===== src/rtl/spi_xfer_ctrl.sv =====
// rtl/spi_xfer_ctrl.sv - SPI master transaction sequencer: SCLK/CS_n generation and SIPO/PISO strobes
module spi_xfer_ctrl #(
  parameter int WordLen = 8,
  parameter int DivW    = 8
) (
  input  logic            clk,
  input  logic            rst,
  input  logic            Start,
  input  logic [DivW-1:0] ClkDiv,
  input  logic            CPOL,
  input  logic            CPHA,
  output logic            Busy,
  output logic            Done,
  output logic            SCLK,
  output logic            CS_n,
  output logic            EnSIPO,
  output logic            SCLKEdgeFlg,
  output logic            EnPISO,
  output logic            LoadPISO,
  output logic            ShiftFlg
);

  localparam int EcW = $clog2(2 * WordLen);
  localparam logic [EcW-1:0] LastEdge = EcW'(2 * WordLen - 1);

  typedef enum logic [2:0] {IDLE, SETUP, XFER, HOLD, DONE} state_t;

  state_t          state, state_n;
  logic [DivW-1:0] hc, hc_n;
  logic [EcW-1:0]  ec, ec_n;
  logic [DivW-1:0] div_q, div_n;
  logic            cpol_q, cpol_n, cpha_q, cpha_n;
  logic            busy_n, done_n, sclk_n, csn_n, en_n, edge_n, load_n, shift_n;

  // Edge index 0 is the first (leading) edge; returns {sample, shift}.
  function automatic logic [1:0] edge_strobes(input logic [EcW-1:0] idx, input logic cpha);
    logic lead, first, last;
    lead  = ~idx[0];
    first = (idx == '0);
    last  = (idx == LastEdge);
    if (!cpha) edge_strobes = {lead, ~lead & ~last};
    else       edge_strobes = {~lead, lead & ~first};
  endfunction

  always_comb begin
    state_n = state;
    hc_n    = hc;
    ec_n    = ec;
    div_n   = div_q;
    cpol_n  = cpol_q;
    cpha_n  = cpha_q;
    busy_n  = 1'b0;
    done_n  = 1'b0;
    sclk_n  = SCLK;
    csn_n   = 1'b1;
    en_n    = 1'b0;
    edge_n  = 1'b0;
    load_n  = 1'b0;
    shift_n = 1'b0;
    case (state)
      IDLE: begin
        sclk_n = CPOL;
        if (Start) begin
          div_n   = ClkDiv;
          cpol_n  = CPOL;
          cpha_n  = CPHA;
          hc_n    = '0;
          ec_n    = '0;
          state_n = SETUP;
          busy_n  = 1'b1;
          csn_n   = 1'b0;
          en_n    = 1'b1;
          load_n  = 1'b1;
        end
      end
      SETUP: begin
        busy_n = 1'b1;
        csn_n  = 1'b0;
        en_n   = 1'b1;
        sclk_n = cpol_q;
        if (hc == div_q) begin
          hc_n              = '0;
          ec_n              = '0;
          state_n           = XFER;
          sclk_n            = ~cpol_q;
          {edge_n, shift_n} = edge_strobes('0, cpha_q);
        end else begin
          hc_n = hc + DivW'(1);
        end
      end
      XFER: begin
        busy_n = 1'b1;
        csn_n  = 1'b0;
        en_n   = 1'b1;
        if (hc == div_q) begin
          hc_n = '0;
          // The last edge has already returned SCLK to idle; its half-period ends here.
          if (ec == LastEdge) begin
            state_n = HOLD;
            sclk_n  = cpol_q;
          end else begin
            ec_n              = ec + EcW'(1);
            sclk_n            = ~SCLK;
            {edge_n, shift_n} = edge_strobes(ec + EcW'(1), cpha_q);
          end
        end else begin
          hc_n = hc + DivW'(1);
        end
      end
      HOLD: begin
        busy_n = 1'b1;
        csn_n  = 1'b0;
        en_n   = 1'b1;
        sclk_n = cpol_q;
        if (hc == div_q) begin
          hc_n    = '0;
          ec_n    = '0;
          state_n = DONE;
          busy_n  = 1'b0;
          csn_n   = 1'b1;
          en_n    = 1'b0;
          done_n  = 1'b1;
        end else begin
          hc_n = hc + DivW'(1);
        end
      end
      DONE: begin
        state_n = IDLE;
        sclk_n  = CPOL;
      end
      default: state_n = IDLE;
    endcase
  end

  always_ff @(posedge clk or posedge rst) begin
    if (rst) begin
      state       <= IDLE;
      hc          <= '0;
      ec          <= '0;
      div_q       <= '0;
      cpol_q      <= 1'b0;
      cpha_q      <= 1'b0;
      Busy        <= 1'b0;
      Done        <= 1'b0;
      SCLK        <= 1'b0;
      CS_n        <= 1'b1;
      EnSIPO      <= 1'b0;
      EnPISO      <= 1'b0;
      SCLKEdgeFlg <= 1'b0;
      LoadPISO    <= 1'b0;
      ShiftFlg    <= 1'b0;
    end else begin
      state       <= state_n;
      hc          <= hc_n;
      ec          <= ec_n;
      div_q       <= div_n;
      cpol_q      <= cpol_n;
      cpha_q      <= cpha_n;
      Busy        <= busy_n;
      Done        <= done_n;
      SCLK        <= sclk_n;
      CS_n        <= csn_n;
      EnSIPO      <= en_n;
      EnPISO      <= en_n;
      SCLKEdgeFlg <= edge_n;
      LoadPISO    <= load_n;
      ShiftFlg    <= shift_n;
    end
  end

endmodule


===== config.mk =====
export PLATFORM = sky130hd
export DESIGN_NAME = spi_xfer_ctrl
export DESIGN_NICKNAME = d
export VERILOG_FILES = /design/src/rtl/spi_xfer_ctrl.sv
export SDC_FILE = /design/constraint.sdc
export NUM_CORES = 1
export LEC_CHECK = 0
export CAP_MARGIN = 40
export CORE_MARGIN = 2
export CORE_UTILIZATION = 40
export DETAILED_ROUTE_END_ITERATION = 16
export GPL_ROUTABILITY_DRIVEN = 1
export GPL_TIMING_DRIVEN = 1
export PLACE_DENSITY_LB_ADDON = 0.08
export SLEW_MARGIN = 20
export SYNTH_ARGS = -nofsm -noshare
export SYNTH_HDL_FRONTEND = slang
export SYNTH_SLANG_ARGS = --single-unit

===== constraint.sdc =====
create_clock -name clk -period 4.6 [get_ports clk]
set_input_delay 0.92 -clock clk [delete_from_list [all_inputs] [get_ports clk]]
set_output_delay 0.92 -clock clk [all_outputs]
set_load 0.03 [all_outputs]

==> results.cfg, run 1 <==
[outcome]
outcome = completed

[logic_synthesis]
synth_nets = 184
synth_top_cell_area_share_pct = 45.4
synthFlopType = dfrtp_1
synth_edf_count = 0
synth_area_per_cell_sq_um = 10.2
synth_area_sq_um = 1710
syn_inst = 168
synth-seq-cells = 32
yosysSeqAreaShare_pct = 47.0
async_reset_ff_share_pct = 100
netlist.top_cell.by_area = dfrtp_1
yosys-top-cells-area = dfrtp_1 45%, mux2_2 6.6%, xnor2_1 5.6%
synth_cell_types = 45
ys_warn_count = 0

[detailed_routing]
ant_nets = 0
vias = 1307
via_per_inst = 5.42
wl_um = 3390
first_pass_iters = 4
first_iter_violations = 87
wl_per_cell_um = 14.1
drc_errors = 0

[global_route]
antenna_found_initial = 0
grt_usage_pct = 16.1
grt_pass1_vias = 1323
grt_pass1_wl_um = 6080
overflow = 0
grt_start_max_net_pins = 33

[setup_path]
start_kind = primary input
crit_path_max_fanout = 8
r2r_cells = 5
reg2reg_from = hc[3]
crit_type = primary input to flop
cp.arrival_ps = 2560
crit_required_ps = 4770
rr_endpoint = ec[0]
reg2reg_slack_ps = 2620
crit_path_end_kind = flop

[power_and_ir_drop]
vdd_drop_max_mv = 0.246
p_leak_nw = 0.830
powerDensity_nw_per_um2 = 607

[min_path]
min_to = div_q[4]
min_from = div_q[4]
hp-class = flop to flop
hold_depth = 1

[cts]
numCtsBuffers = 5
cts_root_buffer = clkbuf_8
clock_latency_ps = 290
cts_setup_buffers = 0
h-tree-depth = 2
cts.sinks = 32
clockBufferDepth = 2
cts_tree = built
clkTransAtPathRegs_ps = 60
postCtsResizedCells = 0
cts_hold_buf = 0

[finish]
fin_nets = 206
ff_latch_area_sq_um = 802
area_growth_pct = 18.5
final_area_sq_um = 2020
drive_gt1_share_pct = 13.6
antenna_cells = 0
final_util_pct = 49.9
fillCellCount = 376
multi_input_area_sq_um = 827

[floorplan]
dieWidth_um = 69.3
start_util_pct = 42.1
die_h_um = 69.3
row_count = 23
core_sq_um = 4060
io_pins = 22
fp.dieArea_sq_um = 4810

[sta]
finalMaxSlewViolations = 0
post-route-period-util_pct = 52.0
tightest_slew_ps = 562
setup_tns_ps = 0
maxSlewHeadroom_pct = 62.6
hold_violations = 0
skew_ps = 8.78
rsz0062_at_grt = false
setup_violations = 0
timing.fmax_ghz = 0.418
layout_min_cycle_time_ps = 2390

[placement]
postPlaceCellArea_sq_um = 1940
numPortBuffers = 21
hpwlAfterDp_um = 2570
place_congestion = 0.875

[run]
maxCapViolations = 0
-- metrics by stage --
step / cells / power (W) / worst slack, ps / hold slack (ps)
after floorplan: 168 / 0.000914 / 2710 / 502
after CTS: 241 / 0.00125 / 2190 / 537
after detailed placement: 233 / 0.00104 / 1890 / 523
after global placement: 232 / 0.00102 / 1720 / 515
after global routing: 241 / 0.00133 / 2110 / 558
final: 241 / 0.00123 / 2210 / 533
-- cell families (layout without fill, tap and decap cells) --
group                    count (synthesis)  in the layout  synth area share [%]
flip-flops                              32             32                  47.0
multiplexers                            10             10                  6.59
XOR/XNOR                                12             12                  6.15
adder cells (fa/ha/maj)                  3              3                  2.20
AND/OR/NAND/NOR                         53             53                  17.1
buffers and inverters                   16             39                  4.62
AO/OA/AOI/OAI                           42             42                  16.4
-- worst max-delay path: stages --
cell             delay, ps
clkdlybuf4s50_1        500
nor4b_2                470
buf_2                  310
mux2_2                 360
-- layer usage --
layer  GRT usage, %  wire (um)  up-vias
met5              0          0        -
met4           6.75         58        0
met3           5.38        134        7
met2           27.7       1790       24
met1           18.3       1400      626
li1               -          -      650
-- where the power goes --
group          switching [W]  internal (W)  total [W]  leakage, nW
clock              0.0000969      0.000107   0.000204       0.0395
combinational       0.000265      0.000250   0.000515        0.391
sequential          0.000124      0.000386   0.000510        0.400
-- placed cells by master (no fill, tap or decap), drive strengths merged, types with 2 or more instances in the layout --
cell type | synthesis | routed
a21boi | 2 | 2
a21oi | 6 | 6
a22o | 2 | 2
a31oi | 5 | 5
and3 | 2 | 2
and4 | 2 | 2
buf | 6 | 2
clkbuf | 2 | 8
clkdlybuf4s50 | 0 | 21
dfrtp | 31 | 31
ha | 3 | 3
inv | 8 | 8
mux2 | 10 | 10
nand2 | 14 | 14
nand3 | 7 | 7
nand4 | 2 | 2
nor2 | 9 | 9
nor3 | 6 | 6
nor3b | 2 | 2
o211ai | 2 | 2
o21ai | 18 | 18
o31ai | 2 | 2
or2 | 2 | 2
or3 | 2 | 2
xnor2 | 11 | 11
-- flip-flops by register name, summed over array words and instances (netlist names) --
name / cells
hc: 8
cpol_q: 1
Done: 1
div_q: 8
EnPISO: 1
SCLKEdgeFlg: 1
cpha_q: 1
CS_n: 1
LoadPISO: 1
ShiftFlg: 1
SCLK: 1
state: 3
ec: 4
-- worst max path at each step --
stage	from	to	slack (ps)	cells past startpoint
2_1_floorplan	Start	cpol_q	2710	3
6_report	Start	div_q[1]	2210	4
5_1_grt	Start	div_q[1]	2110	4
3_3_place_gp	Start	div_q[3]	1720	3
4_1_cts	Start	div_q[1]	2190	4
3_5_place_dp	Start	div_q[1]	1890	4
-- synthesized netlist by cell type (3+ instances only) --
cell,count
nand3_1,7
a21oi_1,6
nor2_1,8
nand2_1,13
mux2_2,10
nor3_1,6
inv_1,8
ha_1,3
a31oi_1,5
dfrtp_1,31
buf_2,3
o21ai_0,8
o21ai_1,9
xnor2_1,11
-- layout make-up --
class | instances | share of cell area (%)
multi-input cells | 120 | 40.9
flip-flops and latches | 32 | 39.6
repair buffers | 23 | 11.0
clock buffers | 8 | 3.96
well taps | 50 | 3.09
inverters | 8 | 1.48
Power figures use the tool's default switching activity.
==> run 2: changes to the inputs <==
==> constraint.sdc (replaced) <==
create_clock -name clk -period 2.09 [get_ports clk]
set_input_delay 0.418 -clock clk [delete_from_list [all_inputs] [get_ports clk]]
set_output_delay 0.418 -clock clk [all_outputs]
set_load 0.03 [all_outputs]
==> run 2 against run 1 <==
Against the previous run:
- via count down 0.84%
- die area unchanged
- cell area grew 1.5%
- clock power rose by 140%
- first-iteration DRC count fell by 30%
- core utilization up 0.74 points
- global-route usage grew 0.33 points
- sequential power increased by 120%
- worst setup slack lost 2000 ps
- hold slack worse by 18 ps
- cell count rose by 0.83%
- critical path type is now flop to output pin
- critical endpoint is now CS_n
==> results.cfg, run 2 (synthesized netlist as in run 1, its figures left out) <==
[global_route]
grt_pass1_wl_um = 6180
grt_pass1_vias = 1271
overflow = 0
antenna_found_initial = 0
grt_usage_pct = 16.5
grt_start_max_net_pins = 33

[sta]
rsz0062_at_grt = false
skew_ps = 11.7
setup_tns_ps = 0
post-route-period-util_pct = 89.6
setup_violations = 0
timing.fmax_ghz = 0.534
hold_violations = 0
maxSlewHeadroom_pct = 70.3
layout_min_cycle_time_ps = 1870
finalMaxSlewViolations = 0
tightest_slew_ps = 445

[setup_path]
start_kind = flop
crit_chain = clkdlybuf4s50_1
crit_path_end_kind = output pin
rr_endpoint = hc[2]
critical_path_buf_inv_count = 1
crit_end = CS_n
crit_type = flop to output pin
crit_slowest_cell = clkdlybuf4s50_1
worst-path-stages = 1
reg2reg_slack_ps = 250
critical_path.max_stage_delay_ps = 660
cp.arrival_ps = 1450
crit_start = CS_n
crit_path_max_fanout = 1
cp_top_family = buffers and inverters
crit_required_ps = 1670
r2r_cells = 6
reg2reg_from = hc[3]

[cts]
cts_tree = built
numCtsBuffers = 5
clockBufferDepth = 2
cts_hold_buf = 0
clock_latency_ps = 290
cts_root_buffer = clkbuf_8
postCtsResizedCells = 0
cts_setup_buffers = 0
h-tree-depth = 2
clkTransAtPathRegs_ps = 70
cts.sinks = 32

[power_and_ir_drop]
vdd_drop_max_mv = 0.652
p_leak_nw = 0.852
powerDensity_nw_per_um2 = 1360

[finish]
antenna_cells = 0
final_area_sq_um = 2050
fin_nets = 208
area_growth_pct = 20.3
drive_gt1_share_pct = 16.1
top_regs = div_q x8, hc x8, ec x4
most-common-layout-cells = 31 x dfrtp_1, 21 x clkdlybuf4s50_1, 13 x nand2_1
final_common_cell = dfrtp_1

[placement]
postPlaceCellArea_sq_um = 1960
hpwlAfterDp_um = 2520
numPortBuffers = 21
place_congestion = 0.911

[min_path]
hp-class = primary input to asynchronous set/reset pin

[floorplan]
dieWidth_um = 69.3
io_pins = 22
start_util_pct = 42.1
fp.dieArea_sq_um = 4810
row_count = 23
die_h_um = 69.3
core_sq_um = 4060

[detailed_routing]
vias = 1296
via_per_inst = 5.33
drc_errors = 0
first_iter_violations = 61
wl_per_cell_um = 14.4
ant_nets = 0
first_pass_iters = 4
wl_um = 3500

[outcome]
outcome = completed

[run]
maxCapViolations = 0
## run 2: cell count changes in the layout (fill, tap and decap cells not counted)
cell | previous run | this run
clkbuf_8 | 5 | 6
clkinv_2 | 0 | 2
buf_2 | 1 | 0
buf_4 | 1 | 4
clkbuf_1 | 3 | 0
## run 2: worst min-delay path by stage
stage,to,slack (ps),cells past startpoint
after detailed placement,div_q[3],520,1
final,hc[1],520,3
after global placement,div_q[0],520,1
after floorplan,div_q[1],500,1
after CTS,hc[1],530,3
after global routing,hc[1],540,3
## run 2: cell type report
cell class              instances  area (sq um)
fillers                       363          2000
multi-input cells             120           827
flip-flops and latches         32           802
repair buffers                 25           240
clock buffers                   6          82.6
well taps                      50          62.6
inverters                       8          30.0
clock inverters                 2          10.0
## run 2: routing by layer
metal / track usage (%) / vias up / share of wire [%]
met5: 0 / - / 0
met4: 8.28 / 0 / 1.7
met3: 4.65 / 5 / 4.2
met2: 26.5 / 29 / 49
met1: 20.1 / 614 / 45
li1: - / 648 / -
## run 2: where the power goes
part,internal [W],total (W),leakage [nW],switching (W)
registers,0.000849,0.00112,0.400,0.000276
logic,0.000567,0.00116,0.402,0.000596
clock network,0.000263,0.000498,0.0510,0.000235
## run 2: metrics by stage
| step | hold WS, ps | power [W] | utilization, % | cells | worst slack, ps |
|---|---|---|---|---|---|
| 4_1_cts | 533 | 0.00282 | 50.6 | 243 | 204 |
| 2_1_floorplan | 502 | 0.00201 | - | 168 | 510 |
| 3_3_place_gp | 518 | 0.00227 | 48.4 | 235 | 216 |
| 5_1_grt | 544 | 0.00302 | 50.6 | 243 | 101 |
| 3_5_place_dp | 521 | 0.00231 | 48.4 | 235 | 186 |
| 6_report | 515 | 0.00279 | 50.6 | 243 | 218 |
## run 2: worst min-delay path, stage by stage
cell and delay (ps):
clkdlybuf4s50_1 400, inv_1 50, buf_4 360
